$ cat config.mk
export PLATFORM = sky130hd
export DESIGN_NAME = wb_regfile
export DESIGN_NICKNAME = d
export VERILOG_FILES = /design/src/rtl/cpu_pkg.sv /design/src/rtl/regfile_2r1w.sv /design/src/rtl/wb_regfile.sv
export SDC_FILE = /design/constraint.sdc
export NUM_CORES = 2
export LEC_CHECK = 0
export BUFFER_PORTS_ARGS = -buffer_cell sky130_fd_sc_hd__buf_2
export CORE_ASPECT_RATIO = 1.1
export CORE_MARGIN = 2
export CORE_UTILIZATION = 65
export DETAILED_ROUTE_END_ITERATION = 8
export HOLD_SLACK_MARGIN = 0.06
export PLACE_DENSITY_LB_ADDON = 0.05
export SLEW_MARGIN = 20
export SYNTH_ARGS = -nofsm -noshare
export SYNTH_HDL_FRONTEND = slang
export SYNTH_SLANG_ARGS = --single-unit
$ cat constraint.sdc
create_clock -name clk_i -period 3.35 [get_ports clk_i]
set_clock_uncertainty 0.15 [all_clocks]
set_input_delay 0.335 -clock clk_i [delete_from_list [all_inputs] [get_ports clk_i]]
set_output_delay 0.335 -clock clk_i [all_outputs]
set_load 0.005 [all_outputs]
$ cat src/rtl/cpu_pkg.sv
// cpu_pkg: shared integer-pipeline constants and register-file types
package cpu_pkg;
  localparam int XLEN = 32;
  localparam int NREG = 32;
  localparam int AW = 5;
  localparam int CNT_W = 64;
  localparam logic [AW-1:0] ZERO_REG = '0;
  typedef logic [AW-1:0] reg_addr_t;
  typedef logic [XLEN-1:0] xword_t;
endpackage

$ cat src/rtl/regfile_2r1w.sv
// regfile_2r1w: NREG x XLEN storage, one write port, two combinational read ports, x0 reads zero
module regfile_2r1w
  import cpu_pkg::*;
(
  input  logic      clk_i,
  input  logic      rst_n_i,
  input  logic      we_i,
  input  reg_addr_t waddr_i,
  input  xword_t    wdata_i,
  input  reg_addr_t raddr1_i,
  input  reg_addr_t raddr2_i,
  output xword_t    rdata1_o,
  output xword_t    rdata2_o
);
  xword_t mem [NREG];
  always_ff @(posedge clk_i or negedge rst_n_i)
    if (!rst_n_i)
      for (int i = 0; i < NREG; i++) mem[i] <= '0;
    else if (we_i && waddr_i != ZERO_REG)
      mem[waddr_i] <= wdata_i;
  assign rdata1_o = (raddr1_i == ZERO_REG) ? '0 : mem[raddr1_i];
  assign rdata2_o = (raddr2_i == ZERO_REG) ? '0 : mem[raddr2_i];
endmodule

$ cat src/rtl/wb_regfile.sv
// wb_regfile: writeback mux, register-file write qualification and retired-instruction counter
// Define WB_REGFILE_BYPASS_EN for write-first forwarding of WBdata_o onto matching read ports.
module wb_regfile
  import cpu_pkg::*;
(
  input  logic             clk_i,
  input  logic             rst_n_i,
  input  logic             Valid_i,
  input  logic             RegWrite_i,
  input  logic             Mem2Reg_i,
  input  xword_t           ReadData_i,
  input  xword_t           ALU_data_i,
  input  reg_addr_t        RDaddr_i,
  input  reg_addr_t        RS1addr_i,
  input  reg_addr_t        RS2addr_i,
  output xword_t           RS1data_o,
  output xword_t           RS2data_o,
  output logic             WBen_o,
  output reg_addr_t        WBaddr_o,
  output xword_t           WBdata_o,
  output logic [CNT_W-1:0] Instret_o
);
  xword_t rd1, rd2;
  logic [CNT_W-1:0] instret_q;
  assign WBen_o = Valid_i & RegWrite_i & (RDaddr_i != ZERO_REG);
  assign WBaddr_o = RDaddr_i;
  assign WBdata_o = Mem2Reg_i ? ReadData_i : ALU_data_i;
  regfile_2r1w u_rf (
    .clk_i    (clk_i),
    .rst_n_i  (rst_n_i),
    .we_i     (WBen_o),
    .waddr_i  (RDaddr_i),
    .wdata_i  (WBdata_o),
    .raddr1_i (RS1addr_i),
    .raddr2_i (RS2addr_i),
    .rdata1_o (rd1),
    .rdata2_o (rd2)
  );
`ifdef WB_REGFILE_BYPASS_EN
  assign RS1data_o = (WBen_o && RS1addr_i == RDaddr_i) ? WBdata_o : rd1;
  assign RS2data_o = (WBen_o && RS2addr_i == RDaddr_i) ? WBdata_o : rd2;
`else
  assign RS1data_o = rd1;
  assign RS2data_o = rd2;
`endif
  always_ff @(posedge clk_i or negedge rst_n_i)
    if (!rst_n_i) instret_q <= '0;
    else if (Valid_i) instret_q <= instret_q + 1'b1;
  assign Instret_o = instret_q;
endmodule

==> summary.md <==
| Metric | Value |
|---|---|
| Status | complete, no violations |
| ANT nets after route | 0 |
| Post-place instance area | approximately 60000 µm² |
| Slew HR | between 20% and 30% |
| Slew Viols, Final | 0 |
| Final nets | roughly 5.4k |
| Pre-antenna DRT Iters | 6 |
| Combinational share of power | approximately a fifth |
| Setup-failing EPs final | 0 |
| Syn_nets | roughly 5.3k |
| CTS Root Cell | clkbuf_16 |
| CP Max Fanout | 23 |
| Worst hold endpoint | u_rf.mem[811]$_DFFE_PN0P_ |
| Avg Vias per Cell | approximately 7 |
| Post-synth EDFFs | 0 |
| Starting density of the core | about two thirds |
| Worst VDD drop | approximately 0.46 mV |
| FF+latch count, synth | 1088 |
| Unrepaired setup endpoints after global routing | false |
| Die area | approximately 89000 µm² |
| Slowest-stage cell, CP | a211oi_1 |
| Critical-path cell list | clkbuf_8 -> buf_4 -> nand2_2 -> buf_12 -> a211oi_1 -> a221oi_1 -> a211oi_1 -> o21ai_0 -> buf_2 |
| Area Growth Syn to Fin | 13.9% |
| HP Start | ReadData_i[11] |
| CTS Sinks | between 1k and 1.5k |
| H-tree Lvls | 3 |
| Final period utilization | a little over nine tenths |
| Register area share after synthesis | ~48% |
| CTS tree | yes |
| P_int | 26800 µW |
| WS Path Type | input pin to output port |
| Clock share of power | approximately a third |
| NetSw | approximately 11000 µW |
| Pwr dens | approximately 590 nW/µm² |
| IO buf count | 249 |
| Sw frac | between 20% and 30% |
| Total Wirelength | 189 mm |
| Yosys top cell area share | between 40% and 50% |
| Final Hold Vio Count | 0 |
| Mapped cell area | between 50000 and 60000 µm² |
| Largest net degree at the start of global routing | 84 |
| R2R cell count | 5 |
| ANT cells | 0 |
| R2r endpoint | Instret_o[63]$_DFFE_PN0P_ |
| Part of the power in registers | between 40% and 50% |
| WL/cell | between 20 and 30 µm |
| Setup ws final | between 0.06 and 0.07 ns |
| Final Power | roughly 38000 µW |
| Syn Inst Count | about 5.3k |
| Min Hold Slack | roughly 0.09 ns |
| Fmax | 304 MHz |
| HP Class | input pin to flop |
| Startpoint types | input pin |
| DR iter-0 viols | 6036 |
| Yosys warning count | 0 |
| Overflow after GRT | 0 |
| First-pass GRT wire length | about 280 mm |
| Maxcap violations | 0 |
| Worst slack at placement | 0.136 ns |
| Share of flip-flops with an asynchronous set or reset | 100% |
| Reg2reg start | Instret_o[5]$_DFFE_PN0P_ |
| Clock tree buffer depth | 3 |
| CP peak stage delay | ~0.44 ns |
| Lkg Pwr | 0.0284 µW |
| Vias | around 45k |
| Setup tns final | 0 ns |
| Die height | around 310 µm |
| Most frequent cells in the layout | dfrtp_1 (1088), a21oi_1 (911), nor2_1 (831), mux4_2 (356), mux2i_1 (273) |
| RD Place Congestion | a little under 0.9 |
| Initial antenna violation count | 7 |
| Total GRT Usage | a little over two fifths |
| CP most frequent cell | a211oi_1 |
| Worst slew pin tran | roughly 1.1 ns |
| Critical Path RT | 2.86 ns |
| Clk Latency, worst-skew pair | approximately 0.7 ns |
| Crit. End Element | output port |
| Row cnt | approximately 110 |
| Commonest non-fill, non-tap cell in the layout | dfrtp_1 |
| Die W | 285 µm |
| Post-layout minimum cycle time | 3.29 ns |
| Ports | 250 |
| Netlist cell types | 52 |
| # DRC | 0 |
| Clock-pin slew on the worst setup and hold paths | roughly 0.060 ns |
| Final Instance Area | about 64000 µm² |
| Num CTS Buffers | 110 |
| Share of cells above drive strength 1 | 23.2% |
| Worst reg2reg setup slack | 0.85 ns |
| Worst path arrival time | roughly 2.8 ns |
| Syn avg cell area | about 11 µm² |
| Ranking of synthesized cells by area | dfrtp_1 (48%), mux4_2 (14%), a21oi_1 (8.1%) |
| Hold path cells | 4 |
| Core ar. | ~86000 µm² |
| Dpl hpwl | between 100 and 150 mm |
| Cell taking the most area after synthesis | dfrtp_1 |
| Predominant post-synthesis flop cell | dfrtp_1 |
| Postcts setup bufs | 0 |
| Vias in the first global route | about 45k |
## cells by family after synthesis
kind of cell	Yosys count	synth area share [%]
fa+ha+maj	1	0.0222
simple gates	1315	10.2
mux	799	22.4
compound gates	1407	13.6
xor+xnor	63	0.979
flops	1088	48.3
buf+inv	591	4.54
## power by group through the flow
stage	Combinational [µW]	Sequential (µW)	Clock, µW
floorplan	5490	16800	0
global placement	7440	17300	0
detailed placement	7700	17400	0
CTS	7800	17200	12800
global route	8560	17600	13400
finish	7890	17300	12800
## cell type report
cell class / instances / area, µm²
sequential: 1088 / 27200
multi-input combinational: 3585 / 27100
fill: 5828 / 22000
timing repair buffer: 526 / 4520
clock buffer: 163 / 3260
tap: 1150 / 1440
clock inverter: 41 / 473
inverter: 46 / 173
## flip-flops by register name, summed over array words and instances (netlist names)
name	cells
u_rf.mem	1024
Instret_o	64
## worst max-delay path: cells and delay by family
kind	cells	cell delay, ns
AOI/OAI and AO/OA	4	1.19
buffers and inverters	4	1.04
and+or+nand+nor	1	0.21
## repair_timing
action                                  in CTS  in global routing
gates resized for setup                      0                  1
endpoints found under the setup margin       0                  1
endpoints found under the hold margin      190                  0
hold buffers                                27                  0
## per-stage QoR
step | util [%] | cells
after CTS | 74.5 | 6599
after global placement | 69.8 | 6368
after floorplan | - | 5264
final | 74.5 | 6599
after detailed placement | 69.8 | 6368
after global routing | 74.5 | 6599
## how the worst max path moves through the flow
| stage | endpoint | start | cells past startpoint |
|---|---|---|---|
| final | RS2data_o[11] | RS2addr_i[2] | 9 |
| after global routing | RS2data_o[11] | RS2addr_i[2] | 9 |
| after CTS | RS2data_o[26] | RS2addr_i[1] | 6 |
| after detailed placement | RS2data_o[29] | RS2addr_i[1] | 6 |
| after global placement | RS2data_o[26] | RS2addr_i[1] | 6 |
| after floorplan | RS1data_o[31] | RS1addr_i[1] | 7 |
## cells in the mapped netlist (20+ instances only)
master    count
nand2_1     253
o21ai_0     266
dfrtp_1    1088
nor2b_1      43
a22oi_1      83
buf_4        34
xor2_1       34
buf_2       161
inv_1        46
nand4_1      20
o22ai_1      21
mux2i_1     305
xnor2_1      29
a21oi_1     911
nor2_1      834
nor3_1       54
mux2_2      138
clkbuf_1    342
mux4_2      356
a211oi_1     40
a221oi_1     35
## layer usage
layer	routed length [µm]	share of wire (%)	vias to the layer above	track usage, %
met2	82800	44	3105	62.0
li1	-	-	19100	-
met5	140	0.074	-	0
met4	10100	5.3	10	20.6
met1	71200	38	22700	59.4
met3	24900	13	600	13.2
Power figures use the tool's default switching activity.
